$ cat src/rtl/score_display_mux_pkg.sv
// rtl/score_display_mux_pkg.sv - glyphs, digit slots, result states and score helpers for the score display
package score_display_mux_pkg;

  localparam logic [6:0] SEG_0    = 7'h40;
  localparam logic [6:0] SEG_1    = 7'h79;
  localparam logic [6:0] SEG_2    = 7'h24;
  localparam logic [6:0] SEG_3    = 7'h30;
  localparam logic [6:0] SEG_4    = 7'h19;
  localparam logic [6:0] SEG_5    = 7'h12;
  localparam logic [6:0] SEG_6    = 7'h02;
  localparam logic [6:0] SEG_7    = 7'h78;
  localparam logic [6:0] SEG_8    = 7'h00;
  localparam logic [6:0] SEG_9    = 7'h10;
  localparam logic [6:0] SEG_DASH = 7'h3F;
  localparam logic [6:0] SEG_OFF  = 7'h7F;

  localparam logic [1:0] IDX_P2_ONES = 2'd0;
  localparam logic [1:0] IDX_P2_TENS = 2'd1;
  localparam logic [1:0] IDX_P1_ONES = 2'd2;
  localparam logic [1:0] IDX_P1_TENS = 2'd3;

  // Encodings double as the winner code presented on the port.
  typedef enum logic [1:0] {
    PLAY   = 2'b00,
    P1_WIN = 2'b01,
    P2_WIN = 2'b10,
    DRAW   = 2'b11
  } state_t;

  typedef struct packed {
    logic [3:0] p1_tens;
    logic [3:0] p1_ones;
    logic [3:0] p2_tens;
    logic [3:0] p2_ones;
  } digits_t;

  function automatic logic [6:0] digit_val(input logic [3:0] d);
    return (d > 4'd9) ? 7'd0 : {3'b000, d};
  endfunction

  function automatic logic [6:0] score_of(input logic [3:0] tens, input logic [3:0] ones);
    return digit_val(tens) * 7'd10 + digit_val(ones);
  endfunction

endpackage

$ cat src/rtl/score_display_mux_bcd_to_7seg.sv
// rtl/score_display_mux_bcd_to_7seg.sv - BCD digit to active-low {g,f,e,d,c,b,a} glyph
module bcd_to_7seg
  import score_display_mux_pkg::*;
(
  input  logic [3:0] bcd,
  output logic [6:0] seg
);

  always_comb begin
    seg = SEG_DASH;
    case (bcd)
      4'd0: seg = SEG_0;
      4'd1: seg = SEG_1;
      4'd2: seg = SEG_2;
      4'd3: seg = SEG_3;
      4'd4: seg = SEG_4;
      4'd5: seg = SEG_5;
      4'd6: seg = SEG_6;
      4'd7: seg = SEG_7;
      4'd8: seg = SEG_8;
      4'd9: seg = SEG_9;
      default: seg = SEG_DASH;
    endcase
  end

endmodule

$ cat src/rtl/score_display_mux.sv
// rtl/score_display_mux.sv - scanned 4-digit score display with latched, flashing match result
// Optional: SCORE_LEADING_ZERO_BLANK_EN blanks any tens digit equal to 0.
module score_display_mux
  import score_display_mux_pkg::*;
#(
  parameter int CLK_HZ     = 100_000_000,
  parameter int REFRESH_HZ = 1000,
  parameter int FLASH_HZ   = 2,
  parameter int WIN_SCORE  = 10
) (
  input  logic       clk_100MHz,
  input  logic       reset,
  input  logic [3:0] p1_tens,
  input  logic [3:0] p1_ones,
  input  logic [3:0] p2_tens,
  input  logic [3:0] p2_ones,
  output logic [6:0] seg,
  output logic       dp,
  output logic [3:0] an,
  output logic       game_over,
  output logic [1:0] winner
);

  localparam int SCAN_DIV  = CLK_HZ / REFRESH_HZ;
  localparam int FLASH_DIV = CLK_HZ / (2 * FLASH_HZ);
  localparam int SCAN_W    = (SCAN_DIV > 1) ? $clog2(SCAN_DIV) : 1;
  localparam int FLASH_W   = (FLASH_DIV > 1) ? $clog2(FLASH_DIV) : 1;
  localparam logic [SCAN_W-1:0]  SCAN_LAST  = SCAN_W'(SCAN_DIV - 1);
  localparam logic [FLASH_W-1:0] FLASH_LAST = FLASH_W'(FLASH_DIV - 1);
  localparam logic [6:0]         WIN_VAL    = 7'(WIN_SCORE);

  digits_t              digits_q, digits_d;
  state_t               state_q, state_d;
  logic [SCAN_W-1:0]    scan_cnt_q, scan_cnt_d;
  logic [1:0]           idx_q, idx_d;
  logic [FLASH_W-1:0]   flash_cnt_q, flash_cnt_d;
  logic                 flash_phase_q, flash_phase_d;
  logic                 game_over_q, game_over_d;
  logic [1:0]           winner_q, winner_d;
  logic [3:0]           an_q, an_d;
  logic [6:0]           seg_q, seg_d;
  logic                 dp_q, dp_d;

  logic [3:0] cur_digit;
  logic [6:0] glyph;
  logic       zero_blank;

  always_comb begin
    cur_digit = digits_q.p2_ones;
    case (idx_q)
      IDX_P2_ONES: cur_digit = digits_q.p2_ones;
      IDX_P2_TENS: cur_digit = digits_q.p2_tens;
      IDX_P1_ONES: cur_digit = digits_q.p1_ones;
      IDX_P1_TENS: cur_digit = digits_q.p1_tens;
      default:     cur_digit = digits_q.p2_ones;
    endcase
  end

  bcd_to_7seg u_bcd_to_7seg (
    .bcd (cur_digit),
    .seg (glyph)
  );

`ifdef SCORE_LEADING_ZERO_BLANK_EN
  assign zero_blank = idx_q[0] && (cur_digit == 4'd0);
`else
  assign zero_blank = 1'b0;
`endif

  always_comb begin
    logic [6:0] p1_score;
    logic [6:0] p2_score;
    logic       p1_hit;
    logic       p2_hit;
    logic       flash_blank;
    logic       blank;

    digits_d      = {p1_tens, p1_ones, p2_tens, p2_ones};
    state_d       = state_q;
    scan_cnt_d    = scan_cnt_q + SCAN_W'(1);
    idx_d         = idx_q;
    flash_cnt_d   = flash_cnt_q;
    flash_phase_d = flash_phase_q;

    p1_score = score_of(digits_q.p1_tens, digits_q.p1_ones);
    p2_score = score_of(digits_q.p2_tens, digits_q.p2_ones);
    p1_hit   = (p1_score >= WIN_VAL);
    p2_hit   = (p2_score >= WIN_VAL);

    if (state_q == PLAY) begin
      if (p1_hit && p2_hit) state_d = DRAW;
      else if (p1_hit)      state_d = P1_WIN;
      else if (p2_hit)      state_d = P2_WIN;
    end
    game_over_d = (state_d != PLAY);
    winner_d    = state_d;

    if (scan_cnt_q == SCAN_LAST) begin
      scan_cnt_d = '0;
      idx_d      = idx_q + 2'd1;
    end

    if (game_over_q) begin
      if (flash_cnt_q == FLASH_LAST) begin
        flash_cnt_d   = '0;
        flash_phase_d = ~flash_phase_q;
      end else begin
        flash_cnt_d = flash_cnt_q + FLASH_W'(1);
      end
    end

    // idx[1] selects the player 1 digits; winner bit 0 is P1, bit 1 is P2.
    flash_blank = game_over_q && flash_phase_q &&
                  (idx_q[1] ? winner_q[0] : winner_q[1]);
    blank = flash_blank || zero_blank;

    an_d  = blank ? 4'hF : ~(4'b0001 << idx_q);
    seg_d = glyph;
    dp_d  = !((idx_q == IDX_P1_ONES) && !blank);
  end

  always_ff @(posedge clk_100MHz) begin
    if (reset) begin
      digits_q      <= '0;
      state_q       <= PLAY;
      scan_cnt_q    <= '0;
      idx_q         <= 2'd0;
      flash_cnt_q   <= '0;
      flash_phase_q <= 1'b0;
      game_over_q   <= 1'b0;
      winner_q      <= 2'b00;
      an_q          <= 4'hF;
      seg_q         <= SEG_OFF;
      dp_q          <= 1'b1;
    end else begin
      digits_q      <= digits_d;
      state_q       <= state_d;
      scan_cnt_q    <= scan_cnt_d;
      idx_q         <= idx_d;
      flash_cnt_q   <= flash_cnt_d;
      flash_phase_q <= flash_phase_d;
      game_over_q   <= game_over_d;
      winner_q      <= winner_d;
      an_q          <= an_d;
      seg_q         <= seg_d;
      dp_q          <= dp_d;
    end
  end

  assign an        = an_q;
  assign seg       = seg_q;
  assign dp        = dp_q;
  assign game_over = game_over_q;
  assign winner    = winner_q;

endmodule

$ cat config.mk
export PLATFORM = sky130hd
export DESIGN_NAME = score_display_mux
export DESIGN_NICKNAME = d
export VERILOG_FILES = /design/src/rtl/score_display_mux_pkg.sv /design/src/rtl/score_display_mux_bcd_to_7seg.sv /design/src/rtl/score_display_mux.sv
export SDC_FILE = /design/constraint.sdc
export NUM_CORES = 1
export LEC_CHECK = 0
export CELL_PAD_IN_SITES_DETAIL_PLACEMENT = 0
export CELL_PAD_IN_SITES_GLOBAL_PLACEMENT = 1
export CORE_ASPECT_RATIO = 1.25
export CORE_MARGIN = 8
export CORE_UTILIZATION = 40
export CTS_CLUSTER_SIZE = 16
export DETAILED_ROUTE_END_ITERATION = 16
export PLACE_DENSITY = 0.77
export SLEW_MARGIN = 20
export SYNTH_ARGS = -nofsm -noshare
export SYNTH_HDL_FRONTEND = slang
export SYNTH_HIERARCHICAL = 1
export SYNTH_SLANG_ARGS = --single-unit
$ cat constraint.sdc
create_clock -name clk_100MHz -period 2.9 [get_ports clk_100MHz]
set_input_delay 0.58 -clock clk_100MHz [delete_from_list [all_inputs] [get_ports clk_100MHz]]
set_output_delay 0.58 -clock clk_100MHz [all_outputs]
set_load 0.05 [all_outputs]
==> results of run 1 <==
final cells by class:
cell class / count / area [µm²] / area share, %
multi-input combinational: 299 / 2030 / 45.4
inverter: 21 / 78.8 / 1.77
tap: 123 / 154 / 3.45
timing repair buffer: 36 / 363 / 8.13
clock inverter: 4 / 72.6 / 1.63
sequential: 76 / 1520 / 34.1
clock buffer: 12 / 246 / 5.52
routing by layer:
metal,wire length [µm],part of all wire [%],vias to the layer above,global-route usage (%)
met5,0,0,-,0
met4,125,1.7,0,5.06
met3,393,5.5,10,5.09
met2,3320,46,33,19.6
met1,3350,47,1310,14.5
li1,-,-,1444,-
worst min path at each step:
stage	from	end	slack, ps	cells after the start
floorplan	scan_cnt_q[0]	scan_cnt_q[0]	430	1
global placement	scan_cnt_q[0]	scan_cnt_q[0]	440	1
detailed placement	scan_cnt_q[0]	scan_cnt_q[0]	460	1
CTS	scan_cnt_q[0]	scan_cnt_q[0]	470	1
global route	scan_cnt_q[0]	scan_cnt_q[0]	490	1
finish	scan_cnt_q[0]	scan_cnt_q[0]	460	1
metrics by stage:
step	power, W	std cells	hold slack [ps]
finish	0.00260	571	462
global placement	0.00142	555	443
CTS	0.00263	571	470
floorplan	0.00134	410	429
global route	0.00271	571	493
detailed placement	0.00143	555	456
worst reg2reg max path, delay by kind of cell, from the launching register on:
family / cells / cell delay (ps)
AOI/OAI and AO/OA: 4 / 860
adders and majority gates: 3 / 940
buffers and inverters: 1 / 60
and+or+nand+nor: 1 / 330
DFF: 1 / 370
cell usage after synthesis (2+ instances only):
cell	count	share of area [%]
dfxtp_1	76	41
nor2_1	58	5.8
xor2_1	28	6.6
ha_1	24	8.1
nor2b_1	23	3.9
inv_1	21	2.1
nand2_1	21	2.1
xnor2_1	18	4.2
nand3_1	14	1.9
nand4_1	12	2.0
a21oi_1	11	1.5
nor3_1	9	1.2
or2_2	9	1.5
and3_1	8	1.3
mux2i_1	7	1.9
clkbuf_1	6	0.60
o21ai_0	6	0.81
a222oi_1	4	1.1
and4_1	4	0.94
nor3b_1	4	0.81
a31oi_1	3	0.50
and2_1	3	0.50
buf_2	3	0.40
buf_6	3	0.91
nor4_1	3	0.50
a211o_1	2	0.47
a22oi_1	2	0.40
fa_1	2	1.1
maj3_1	2	0.54
o31ai_1	2	0.40
or2_1	2	0.34
or3_1	2	0.34
registers in the layout, summed over array words and instances (netlist names):
name and flops:
scan_cnt_q 17, an 4, flash_cnt_q 25, idx_q 2, winner 2, seg 7
dp 1, digits_q 16, game_over 1, flash_phase_q 1
report_power, final:
part	internal, W	switching, W	leakage (nW)
sequential	0.00108	0.0000299	0.622
clock	0.000776	0.000418	0.153
combinational	0.000126	0.000164	1.02
total	0.00198	0.000612	1.79
logic make-up after synthesis:
logic type      Yosys count  synth area share [%]
fa+ha+maj                28                  9.67
mux                       7                  1.88
simple gates            184                  26.1
flops                    76                  40.8
xor+xnor                 46                  10.8
buf+inv                  35                  4.67
compound gates           34                  6.01
==> results.ini, run 1 <==
[run_status]
status=finished clean

[timing]
layout_setup_ws_ps=190
skew_ps=5.83
clock.fmax_mhz=369
fin_crit_ps=2710
finalCritPeriodShare_pct=93.4
finalSetupViolCount=0
rsz0062_at_grt=false
drv_slew=0
worstMarginPinSlew_ps=877
hold_viol_final=0
setup_tns_ps=0
max_slew_margin_pct=39.9

[yosys]
syn_area_per_cell_um2=9.08
synth-edff-count=0
ys_ff_latch=76
syn_inst=410
synth_cell_type_count=50
ys_seq_area_share_pct=40.8
async_reset_ff_share_pct=0
synth_ff_type=dfxtp_1
netlist_area_um2=3720
synth_nets=454
synth.yosys.warnings=6

[setup_path]
crit_family=adder cells
cp.arrival_ps=2910
cp-end-kind=register
worst-r2r-setup-slack_ps=190
required_ps=3100
path_class=register to register
cp.depth=9
reg2reg_depth=9
worstReg2RegStart=digits_q[7]
crit_path_top_delay_cell=fa_1
crit_end=winner[1]
crit_chain=nor3b_1 > ha_1 > ha_1 > inv_1 > fa_1 > a211o_1 > a211o_1 > a21oi_1 > o22ai_1
cp_slowest_stage_delay_ps=440
crit_fanout=5
r2r-end=winner[1]
cp-startpoint=digits_q[7]
critPathBufInv=1
cp-start-kind=register

[global_route]
grtUsageTotal_pct=12.4
grt_pass1_vias=2726
grt.overflow.total=0
antenna_found_initial=0
grt_pass1_wl_um=12300
grt_max_degree=26

[cells_and_area]
n_antenna_cell=0
final_cell_mix=dfxtp_1, nor2_1, clkdlybuf4s50_1, xor2_1, ha_1
drive_gt1_share_pct=6.92
nets=487
n_fill_cell=882
postLayoutCoreUtil_pct=48.9
stdcell_area_um2=4470
syn_to_final_growth_pct=19.9
final_common_cell=dfxtp_1

[clock_network]
cts_resized=0
cts-root-buf=clkbuf_16
hold_buffers=0
clk_latency_ps=330
cts_post_setup_buffers_inserted=0
htree_levels=3
cts_buffers=9
clk_pin_slew_ps=60
cts_sinks=76
cts_tree=built
cts_buffer_depth=2

[detailed_routing]
drt-initial-drc-count=109
num_vias=2797
drc_errors=0
via_per_inst=4.90
wirelength_um=7200
dr.pass1.iters=6
ant_nets=0
wl_per_cell_um=12.6

[power_and_ir_drop]
pwr_density_cell_nw_per_um2=581
ir_worst_vdd_mv=0.352
power.leakage_nw=1.79

[placed_design]
dp_hpwl_um=5370
dp_slack_ps=186
routabilityCongestion=0.779
dpl-instance-area_um2=4150
portBuffers=32

[run]
maxCapViolCount=0

[min_path]
min_path_type=register to register

[floorplanning]
io_pins=33
initial_core_util_pct=40.8
core_area_um2=9130
fp.dieH_um=124
num_rows=39
die_w_um=102
die_area_um2=12700

(Power assumes the default switching activity.)
==> run 2, diff against run 1 <==
- ABC_AREA: not set -> 1
- PLACE_DENSITY: 0.77 -> 0.8
==> run 2 against run 1 <==
  * First-iteration DRC count increased by 12%
  * Flip-flop and latch count unchanged
  * Largest cell class unchanged
  * Global-route usage increased by 0.57 points
  * Highest routed layer unchanged
  * Power increased by 6.7%
  * Cell area increased by 7.1%
  * Sequential share of layout area decreased by 2.2 points
  * Register-to-register slack improved by 220 ps
  * Combinational power increased by 5%
  * Worst hold slack got worse by 13 ps
  * Sequential power about the same
  * Worst setup slack improved by 220 ps
==> results.ini, run 2 <==
[run]
maxCapViolCount=0

[floorplanning]
core_area_um2=9610
num_rows=40
initial_core_util_pct=41.1
io_pins=33
fp.dieH_um=127
die_w_um=105
die_area_um2=13300

[timing]
drv_slew=0
skew_ps=5.85
max_slew_margin_pct=46.0
finalSetupViolCount=0
hold_viol_final=0
worstMarginPinSlew_ps=802
layout_setup_ws_ps=413
clock.fmax_mhz=402
rsz0062_at_grt=false
setup_tns_ps=0
finalCritPeriodShare_pct=85.8
fin_crit_ps=2490

[run_status]
status=finished clean

[power_and_ir_drop]
power.leakage_nw=2.04
p_clk_share_pct=48.7
power_frac_seq_pct=40.3
ir_worst_vdd_mv=0.295
power_switching_w=0.000639
p_sw_share_pct=23.1
p_comb_share_pct=11.0
pwr_density_cell_nw_per_um2=579
power.internal_w=0.00213

[yosys]
synth.yosys.warnings=6
netlist_area_um2=3950
synth.most_common_cell=nand2_1
ys_seq_area_share_pct=38.5
syn_inst=539
synth_nets=583
synth-edff-count=0
synth_commonest_cells=nand2_1, inv_1, dfxtp_1
synth.area.top_cells=dfxtp_1, nand2_1, inv_1
ys_ff_latch=76
yosysTopAreaCellShare_pct=38.5
async_reset_ff_share_pct=0
syn_area_per_cell_um2=7.33
synth_cell_type_count=38
synth_top_cell_by_area=dfxtp_1
synth_ff_type=dfxtp_1

[cells_and_area]
reg_top3=flash_cnt_q x25, scan_cnt_q x17, digits_q x16
n_antenna_cell=0
largest_register=flash_cnt_q
drive_gt1_share_pct=8.76
largest_register_ffs=25
stdcell_count=708
nets=622
n_fill_cell=987
final_cell_mix=nand2_1, inv_1, dfxtp_1, nor2_1, clkdlybuf4s50_1
syn_to_final_growth_pct=21.1
final_common_cell=nand2_1

[placed_design]
place_inst=693
dp_slack_ps=414
routabilityCongestion=0.819
dp_hpwl_um=6420
portBuffers=32

[detailed_routing]
wl_per_cell_um=11.5
wirelength_um=8140
dr.pass1.iters=4
ant_nets=0
via_per_inst=4.69
drt-initial-drc-count=122
drc_errors=0
num_vias=3323

[clock_network]
hold_buffers=0
cts_buffers=9
cts_resized=0
cts_sinks=76
cts_tree=built
cts_post_setup_buffers_inserted=0
cts_buffer_depth=2
clk_pin_slew_ps=60
cts-root-buf=clkbuf_16
clk_latency_ps=330
htree_levels=3

[setup_path]
worstReg2RegStart=digits_q[13]
worst-r2r-setup-slack_ps=410
reg2reg_depth=17
required_ps=3130
crit_family=adder cells
cp-start-kind=register
critPathBufInv=2
cp.arrival_ps=2720
crit_chain=o21ai_1 > nand2_1 > inv_1 > ha_1 > ha_1 > fa_1 > nand2_1 > inv_1 > nand2_1 > nand2_1 > nand2_1 > nor2_1 > nand2_1 > nand2_1 > nand2_1 > nand2_1 > nand2_1
r2r-end=game_over
crit_path_top_delay_cell=fa_1
critPathMostFrequentCell=nand2_1
path_class=register to register
cp_slowest_stage_delay_ps=520
cp-end-kind=register
crit_fanout=5

[global_route]
grt.overflow.total=0
grt_max_degree=29
grt_pass1_wl_um=14300
grtUsageTotal_pct=12.9
grt_pass1_vias=3243
antenna_found_initial=0

[min_path]
hold-path-cell-count=1
min_path_type=register to register
holdCritStartpoint=scan_cnt_q[0]
holdPathEnd=scan_cnt_q[0]

==> run 2: final cells by class <==
cell class	count	area, µm²	area share [%]
Tap cell	126	158	3.30
Clock inverter	6	138	2.88
Clock buffer	9	225	4.71
Sequential cell	76	1520	31.8
Multi-Input combinational cell	356	2020	42.3
Timing Repair Buffer	34	335	7.01
Inverter	101	379	7.93
==> run 2: worst max-delay path by stage <==
stage                      start  depth (start not counted)         to
floorplan           digits_q[13]                         17  game_over
global placement        idx_q[0]                         10     seg[5]
detailed placement  digits_q[13]                         17  game_over
CTS                 digits_q[13]                         17  game_over
global route        digits_q[13]                         17  winner[0]
finish              digits_q[13]                         17  game_over
==> run 2: cell families (layout without fill, tap and decap cells) <==
| group | Yosys count | count (layout) | synth area share [%] |
|---|---|---|---|
| fa+ha+maj | 26 | 26 | 8.62 |
| buf+inv | 107 | 150 | 10.2 |
| flops | 76 | 76 | 38.5 |
| simple gates | 262 | 262 | 31.8 |
| compound gates | 53 | 53 | 7.54 |
| xor+xnor | 15 | 15 | 3.33 |
==> run 2: layer usage <==
| layer | GRT usage [%] | part of all wire (%) | wire [µm] | vias up |
|---|---|---|---|---|
| met4 | 5.56 | 1.7 | 136 | 0 |
| met5 | 0 | 0 | 0 | - |
| met2 | 23.4 | 51 | 4110 | 44 |
| li1 | - | - | - | 1781 |
| met3 | 3.07 | 3.2 | 260 | 12 |
| met1 | 14.1 | 45 | 3630 | 1486 |
==> run 2: power by group through the flow <==
stage / combinational (W) / clock [W] / sequential [W]
floorplan: 0.000154 / 0 / 0.00119
global placement: 0.000305 / 0 / 0.00114
detailed placement: 0.000309 / 0 / 0.00114
CTS: 0.000311 / 0.00138 / 0.00112
global route: 0.000348 / 0.00143 / 0.00112
finish: 0.000305 / 0.00135 / 0.00111
==> run 2: stage by stage <==
stage / hold WS, ps / power, W / instance area, µm² / utilization [%]
2_1_floorplan: 418 / 0.00134 / 3950 / -
3_3_place_gp: 428 / 0.00144 / 4420 / 46.0
3_5_place_dp: 441 / 0.00145 / 4420 / 46.0
4_1_cts: 454 / 0.00281 / 4780 / 49.8
5_1_grt: 478 / 0.00290 / 4780 / 49.8
6_report: 448 / 0.00277 / 4780 / 49.8
==> run 2: worst register-to-register path: stages (launching register included) <==
cell	delay, ps
dfxtp_1	350
o21ai_1	280
nand2_1	130
inv_1	80
ha_1	220
ha_1	210
fa_1	520
nand2_1	60
inv_1	60
nand2_1	50
nand2_1	50
nand2_1	40
nor2_1	70
nand2_1	50
nand2_1	50
nand2_1	50
nand2_1	70
nand2_1	50
